==> src/rtl/stream_block_sorter.sv <==
`default_nettype none
// ============================================================================
// Module      : stream_block_sorter
// Description : Streaming insertion sorter; emits ELEMS-key sorted blocks as
//               LANES-wide words through a double-buffered output stage.
//               Define SBS_DESCEND_EN for descending order (pad all-zeros).
// Revision    : 1.0 - initial release
// ============================================================================
module stream_block_sorter #(
    parameter int SORTW = 32,
    parameter int ELEMS = 16,
    parameter int LANES = 2
) (
    input  logic                   CLK,
    input  logic                   RST,
    input  logic [SORTW-1:0]       DIN,
    input  logic                   ENQ,
    input  logic                   FLUSH,
    output logic                   FULL,
    output logic [LANES*SORTW-1:0] DOUT,
    output logic                   DVALID,
    input  logic                   RDY
);

    localparam int WORDS = ELEMS / LANES;
    localparam int CW    = $clog2(ELEMS) + 1;
    localparam int WIW   = (WORDS > 1) ? $clog2(WORDS) : 1;

    localparam logic [CW-1:0]  c_elems = CW'(ELEMS);
    localparam logic [WIW-1:0] c_last  = WIW'(WORDS - 1);
`ifdef SBS_DESCEND_EN
    localparam logic [SORTW-1:0] c_pad = '0;
`else
    localparam logic [SORTW-1:0] c_pad = '1;
`endif

    logic [SORTW-1:0] r_key [ELEMS];
    logic [ELEMS-1:0] r_vld;
    logic [CW-1:0]    r_count;
    logic             r_full;
    logic [SORTW-1:0] r_buf [ELEMS];
    logic [WIW-1:0]   r_widx;
    logic             r_busy;

    logic [SORTW-1:0] w_nkey [ELEMS];
    logic [ELEMS-1:0] w_nvld;
    logic [ELEMS-1:0] w_keep;
    logic [CW-1:0]    w_ncount;
    logic             w_acc;
    logic             w_flush;
    logic             w_close;
    logic             w_free;
    logic             w_load;
    logic             w_hold;

    assign w_acc   = ENQ && !r_full;
    assign w_flush = FLUSH && !r_full;

    // A cell keeps its slot unless it must move up to open room for DIN.
    for (genvar i = 0; i < ELEMS; i++) begin : g_cell
`ifdef SBS_DESCEND_EN
        assign w_keep[i] = r_vld[i] && (r_key[i] >= DIN);
`else
        assign w_keep[i] = r_vld[i] && (r_key[i] <= DIN);
`endif
        if (i == 0) begin : g_first
            assign w_nkey[i] = (!w_acc || w_keep[i]) ? r_key[i] : DIN;
            assign w_nvld[i] = w_acc ? 1'b1 : r_vld[i];
        end else begin : g_rest
            assign w_nkey[i] = (!w_acc || w_keep[i]) ? r_key[i] :
                               w_keep[i-1]           ? DIN      : r_key[i-1];
            assign w_nvld[i] = w_acc ? r_vld[i-1] : r_vld[i];
        end
    end

    assign w_ncount = w_acc ? (r_count + CW'(1)) : r_count;
    assign w_close  = (w_acc && (w_ncount == c_elems)) ||
                      (w_flush && (w_ncount != '0));
    assign w_free   = !r_busy || (RDY && (r_widx == c_last));
    // A parked block transfers as soon as the buffer frees up.
    assign w_load   = r_full ? w_free : (w_close && w_free);
    assign w_hold   = !r_full && w_close && !w_free;

    always_ff @(posedge CLK) begin
        if (RST) begin
            for (int i = 0; i < ELEMS; i++) begin
                r_key[i] <= '0;
                r_buf[i] <= '0;
            end
            r_vld   <= '0;
            r_count <= '0;
            r_full  <= 1'b0;
            r_widx  <= '0;
            r_busy  <= 1'b0;
        end else begin
            for (int i = 0; i < ELEMS; i++) begin
                r_key[i] <= w_nkey[i];
            end

            if (r_busy && RDY) begin
                r_widx <= (r_widx == c_last) ? '0 : (r_widx + WIW'(1));
                if (r_widx == c_last) begin
                    r_busy <= 1'b0;
                end
            end

            if (w_load) begin
                for (int i = 0; i < ELEMS; i++) begin
                    r_buf[i] <= w_nvld[i] ? w_nkey[i] : c_pad;
                end
                r_widx  <= '0;
                r_busy  <= 1'b1;
                r_vld   <= '0;
                r_count <= '0;
                r_full  <= 1'b0;
            end else begin
                r_vld   <= w_nvld;
                r_count <= w_ncount;
                if (w_hold) begin
                    r_full <= 1'b1;
                end
            end
        end
    end

    logic [LANES*SORTW-1:0] w_word [WORDS];

    for (genvar w = 0; w < WORDS; w++) begin : g_word
        for (genvar l = 0; l < LANES; l++) begin : g_lane
            assign w_word[w][l*SORTW +: SORTW] = r_buf[w*LANES + l];
        end
    end

    assign DOUT   = w_word[r_widx];
    assign DVALID = r_busy;
    assign FULL   = r_full;

endmodule
`default_nettype wire

==> config.mk <==
export PLATFORM = sky130hd
export DESIGN_NAME = stream_block_sorter
export DESIGN_NICKNAME = d
export VERILOG_FILES = /design/src/rtl/stream_block_sorter.sv
export SDC_FILE = /design/constraint.sdc
export NUM_CORES = 2
export LEC_CHECK = 0
export ABC_AREA = 1
export CAP_MARGIN = 20
export CORE_MARGIN = 2
export CORE_UTILIZATION = 56
export DETAILED_ROUTE_END_ITERATION = 10
export DONT_BUFFER_PORTS = 1
export MAX_ROUTING_LAYER = met4
export PLACE_DENSITY_LB_ADDON = 0.3
export REMOVE_ABC_BUFFERS = 1
export SYNTH_ARGS = -nofsm -noshare
export SYNTH_HDL_FRONTEND = slang
export SYNTH_SLANG_ARGS = --single-unit
==> constraint.sdc <==
create_clock -name CLK -period 10.15 [get_ports CLK]
set_input_delay 2.03 -clock CLK [delete_from_list [all_inputs] [get_ports CLK]]
set_output_delay 2.03 -clock CLK [all_outputs]
set_load 0.03 [all_outputs]
# ---- After elaboration in Yosys (flattened, before gate mapping)
# Memory sizes are Yosys's and may differ from the RTL's.
# Index checks and enable logic that the tools add are counted.
dict set report totals {
  regBits 26
  ram_bits 1024
  out_inout_bits 66
  mem_count 2
}
# name depth width rd rd_ports_with_merged_regs wr line_no
set memory_table {}
lappend memory_table {r_buf 16 32 16 0 16 41} ;# logic [SORTW-1:0] r_buf [ELEMS];
lappend memory_table {r_key 16 32 16 0 16 37} ;# logic [SORTW-1:0] r_key [ELEMS];
dict set report op_classes {
  addsub 2
  magnitude_cmp 17
  eq_ne 2
  n_mux 110
  n_bitwise 33
  reduce_logical 52
}
# op n
set ops {}
lappend ops {{32-bit two-way mux} 79}
lappend ops {{32-bit less-or-equal comparator} 16}
lappend ops {{64-bit binary-select mux with 3-bit select} 1}
lappend ops {{64-bit two-way mux} 2}
lappend ops {{1-bit OR} 32}
lappend ops {{1-bit two-way mux} 26}
lappend ops {{1-bit logical AND} 25}
lappend ops {{1-bit logical OR} 18}
lappend ops {{5-bit by 1-bit adder with 5-bit output, second input constant} 1}
lappend ops {{5-bit == test, second input constant} 1}
lappend ops {{5-bit two-way mux} 1}
lappend ops {{5-bit nonzero test} 1}
lappend ops {{4-bit >= comparator, second input constant} 1}
lappend ops {{1-bit zero test} 4}
lappend ops {{3-bit NOT with 4-bit output} 1}
lappend ops {{2-bit nonzero test} 2}
lappend ops {{3-bit by 1-bit adder with 3-bit output, second input constant} 1}
lappend ops {{3-bit == test, second input constant} 1}
lappend ops {{3-bit two-way mux} 1}
lappend ops {{2-bit AND reduction} 1}
lappend ops {{2-bit OR reduction} 1}

# ---- Depth between registers and ports, before layout
dict set report logic_depth {
  word_depth 12
  mapped_depth 22
  mapped_depth_nobuf 21
}

# ---- Worst setup path before layout
# No wires, ideal clock.
dict set report synth_timing {
  path_type {input -> register}
  start {input port ENQ}
  end {memory r_buf[0][0], enable pin}
  t_arrival_ns 9.049
  t_required_ns 9.495
  path_slack_ns 0.446
  cell_stages 12
  path_buffers 1
  cell_sequence {nand2_2 -> inv_2 -> nand2_1 -> xor2_1 -> nor2_1 -> nand3_1 -> nand2_1 -> nand2_1 -> nand2_2 -> nand2_2 -> nand2_1 -> buf_2}
}
# item line_no
set synth_rtl {}
lappend synth_rtl {{from (decl)} 17} ;# input logic ENQ,
lappend synth_rtl {{to (decl)} 41}

# ---- Worst setup path in the final report
dict set report layout_timing {
  start {register r_widx[0]}
  end {output port DOUT[29]}
}
dict set report layout_via {
  elab_chain_cells 4
}
# item line_no
set layout_lines {}
lappend layout_lines {{from (decl)} 42} ;# logic [WIW-1:0] r_widx;
lappend layout_lines {{from (signal assigned)} 101} ;# r_widx <= (r_widx == c_last) ? '0 : (r_widx + WIW'(1));
lappend layout_lines {{3-bit NOT with 4-bit output (implied by the code)} 134} ;# assign DOUT = w_word[r_widx];
lappend layout_lines {{64-bit binary-select mux with 3-bit select} 134}
lappend layout_lines {{64-bit two-way mux (implied by the code) (2 in a row)} 134}
lappend layout_lines {{to (decl)} 20} ;# output logic [LANES*SORTW-1:0] DOUT,
# No other way between the ends. The select of a mux whose other input is x is not followed.

==> results_dict.tcl <==
set metrics [dict create \
    finalWeightedCongestion 1.01 \
    p_switching_mw 4.37 \
    clock_power_share 0.336 \
    firstDrtPassIters 9 \
    ir_drop_mv 0.154 \
    crit_fanout 59 \
    wl_mm 228 \
    hp-class "flip-flop to flip-flop" \
    vias_per_cell 6.06 \
    fin_ws_ns 3.26 \
    crit_arrival_ns 4.86 \
    clock-sinks 1050 \
    post_cts_buffers 0 \
    fin_skew_ns 0.0255 \
    ys_seq_elements 1050 \
    grt_pass1_vias 55186 \
    power_frac_seq 0.434 \
    ys_async_sr_fraction 0 \
    hold_violations 0 \
    drive_gt1_frac 0.0467 \
    fmax_mhz 145 \
    slew_violations 212 \
    status "finished, violations left" \
    ys_seq_area_frac 0.418 \
    dp_hpwl_mm 152 \
    cts_max_level 3 \
    grt_overflow 0 \
    p_per_area_nw_per_um2 190 \
    min_delay_path_depth 2 \
    critPathSlowestCell "a31oi_1" \
    synthTopCellsByArea "edfxtp_1, dfxtp_1, nand2_1" \
    synth_top_area_cell "edfxtp_1" \
    fin_cells 9913 \
    reg2reg_from "FULL$_SDFFE_PP0P_" \
    rr_worst_depth 16 \
    slew_headroom -0.346 \
    synth_top_cell_area_share 0.246 \
    clkLatencyLatePin_ns 0.73 \
    ant_nets 0 \
    critPathBufInv 2 \
    wl_per_cell_um 23.0 \
    area_growth_pct 7.27 \
    pre_cts_slack_ns 3.20 \
    cts_buffer_depth 3 \
    routed-via-count 60070 \
    drc 0 \
    yosysWarnings 0 \
    internal_power_mw 8.38 \
    grt_pass1_wl_mm 340 \
    ys.flop_type "dfxtp_1" \
    fill_cells 10235 \
    dieArea_um2 114000 \
    first_iter_violations 8474 \
    cts_tree "done" \
    r2r_end "r_buf[0][112]$_SDFFCE_PN0P_" \
    die_w_um 338 \
    cp.required_ns 8.12 \
    syn_area_um2 62600 \
    cp_top_family "buffers and inverters" \
    syn_inst 8597 \
    period_share 0.679 \
    cap_violations 0 \
    multi_input_area_um2 31000 \
    die_h_um 338 \
    p_comb_frac 0.230 \
    cts_hold_buf 0 \
    crit_path_max_incr_delay_ns 1.04 \
    root_buffer "clkbuf_16" \
    postSynthAreaPerCell_um2 7.28 \
    final_nets 8871 \
    path_cells "buf_4 > buf_4 > nor2_1 > nor2_1 > o21ai_0 > a31oi_1" \
    ys_types 35 \
    antenna_found_initial 7 \
    rows 122 \
    rsz0062_at_grt "false" \
    min_from "r_key[0][174]$_SDFF_PP0_" \
    synth_edf_count 512 \
    place_inst 9686 \
    violations "slew limit" \
    numPortBuffers 0 \
    grt_use_total 0.397 \
    tightest_slew_ns 2.02 \
    cts_resized 0 \
    finalCriticalPeriod_ns 6.89 \
    r2r_slack_ns 5.56 \
    cp-end-kind "output port" \
    hold_path_end "r_key[0][174]$_SDFF_PP0_" \
    critPathLaunchType "flip-flop" \
    setup_viol_count_final 0 \
    ios 103 \
    p_leak_nw 32.4 \
    netSwitchingFraction 0.343 \
    design.core.area_um2 111000 \
    cts_inserted_buffers 113 \
    seq_area_um2 26200 \
    initial_core_util 0.565 \
    grt_start_max_net_pins 478 \
    clkTransAtPathRegs_ns 0.06 \
    crit_type "flip-flop to output port" \
]
sequential cells by signal, indices dropped and copies added (netlist names):
| name | cells |
|---|---|
| r_buf | 512 |
| DVALID | 1 |
| FULL | 1 |
| r_key | 512 |
| r_widx | 3 |
| r_count | 5 |
| r_vld | 16 |
layout by cell type (no fill, tap or decap), drive strengths merged, types with 16 or more instances in the layout:
cell,synthesis,final
nor2,722,722
nand3,770,770
nand4,63,63
clkbuf,341,170
o21ai,350,350
edfxtp,512,512
o21a,22,22
nor3,16,16
a21oi,644,644
nand2,2783,2783
inv,894,894
o211ai,94,94
o22ai,64,64
a21o,16,16
dfxtp,538,538
clkinv,0,37
a31oi,64,64
ha,515,515
buf,172,120
synth_stat cells (58+ instances only):
cell type,instances
nand4_1,63
dfxtp_1,538
clkbuf_1,341
a31oi_1,64
inv_1,836
nand2_1,2773
o21ai_0,310
inv_2,58
o22ai_1,64
nor2_1,721
buf_2,109
a21oi_1,643
o211ai_1,94
nand3_1,770
ha_1,515
edfxtp_1,512
layer usage:
layer,part of all wire,up-vias,global-route usage
met5,0,-,-
li1,-,27586,-
met1,0.39,27900,0.521
met2,0.43,3887,0.577
met4,0.050,0,0.181
met3,0.13,697,0.0977
power by group through the flow:
stage	clock [mW]	sequential, mW	combinational (mW)
floorplan	0	5.66	1.84
global placement	0	5.59	2.76
detailed placement	0	5.59	2.82
CTS	4.27	5.52	2.83
global route	4.43	5.57	3.16
finish	4.28	5.54	2.93
tightest hold or removal path, cell delays in order, from the launching register on:
cell     delay [ns]
dfxtp_1        0.32
nand2_1        0.08
a21oi_1        0.06
metrics by stage:
| step | power (mW) | area, µm² | hold WS, ns | utilization | TNS (ns) |
|---|---|---|---|---|---|
| 6_report | 12.8 | 67200 | 0.511 | 0.606 | 0 |
| 5_1_grt | 13.2 | 67200 | 0.532 | 0.606 | 0 |
| 3_3_place_gp | 8.35 | 63300 | 0.495 | 0.571 | 0 |
| 3_5_place_dp | 8.41 | 63300 | 0.503 | 0.571 | 0 |
| 4_1_cts | 12.6 | 67000 | 0.511 | 0.605 | 0 |
| 2_1_floorplan | 7.50 | 60400 | 0.474 | - | -4003.29 |
kinds of logic (layout without fill, tap and decap cells):
group	after synthesis	after routing	synth area share
other	0	6	0
AO/OA/AOI/OAI	1260	1260	0.109
flip-flops	1050	1050	0.418
buffers and inverters	1407	1229	0.0893
AND/OR/NAND/NOR	4361	4361	0.281
XOR/XNOR	4	4	0.000560
adder cells (fa/ha/maj)	515	515	0.103
worst max-delay path by stage:
stage,start,to,cells after the start
final,r_widx[0]$_SDFFE_PP0P_,DOUT[29],6
after global routing,r_widx[0]$_SDFFE_PP0P_,DOUT[58],6
after CTS,r_widx[0]$_SDFFE_PP0P_,DOUT[29],6
after detailed placement,DIN[2],r_buf[0][165]$_SDFFCE_PN0P_,20
after global placement,DIN[3],r_buf[0][165]$_SDFFCE_PN0P_,20
after floorplan,r_widx[0]$_SDFFE_PP0P_,r_buf[0][0]$_SDFFCE_PN0P_,6
final cells by class:
cell class                 instances  area share
sequential                      1050       0.389
clock buffer                     170      0.0500
inverter                         894      0.0501
multi-input combinational       6140       0.461
timing repair buffer             120      0.0153
clock inverter                    45     0.00596
antenna                            6    0.000224
tap                             1488      0.0277
Note: power is estimated with default switching activity, not from simulation.
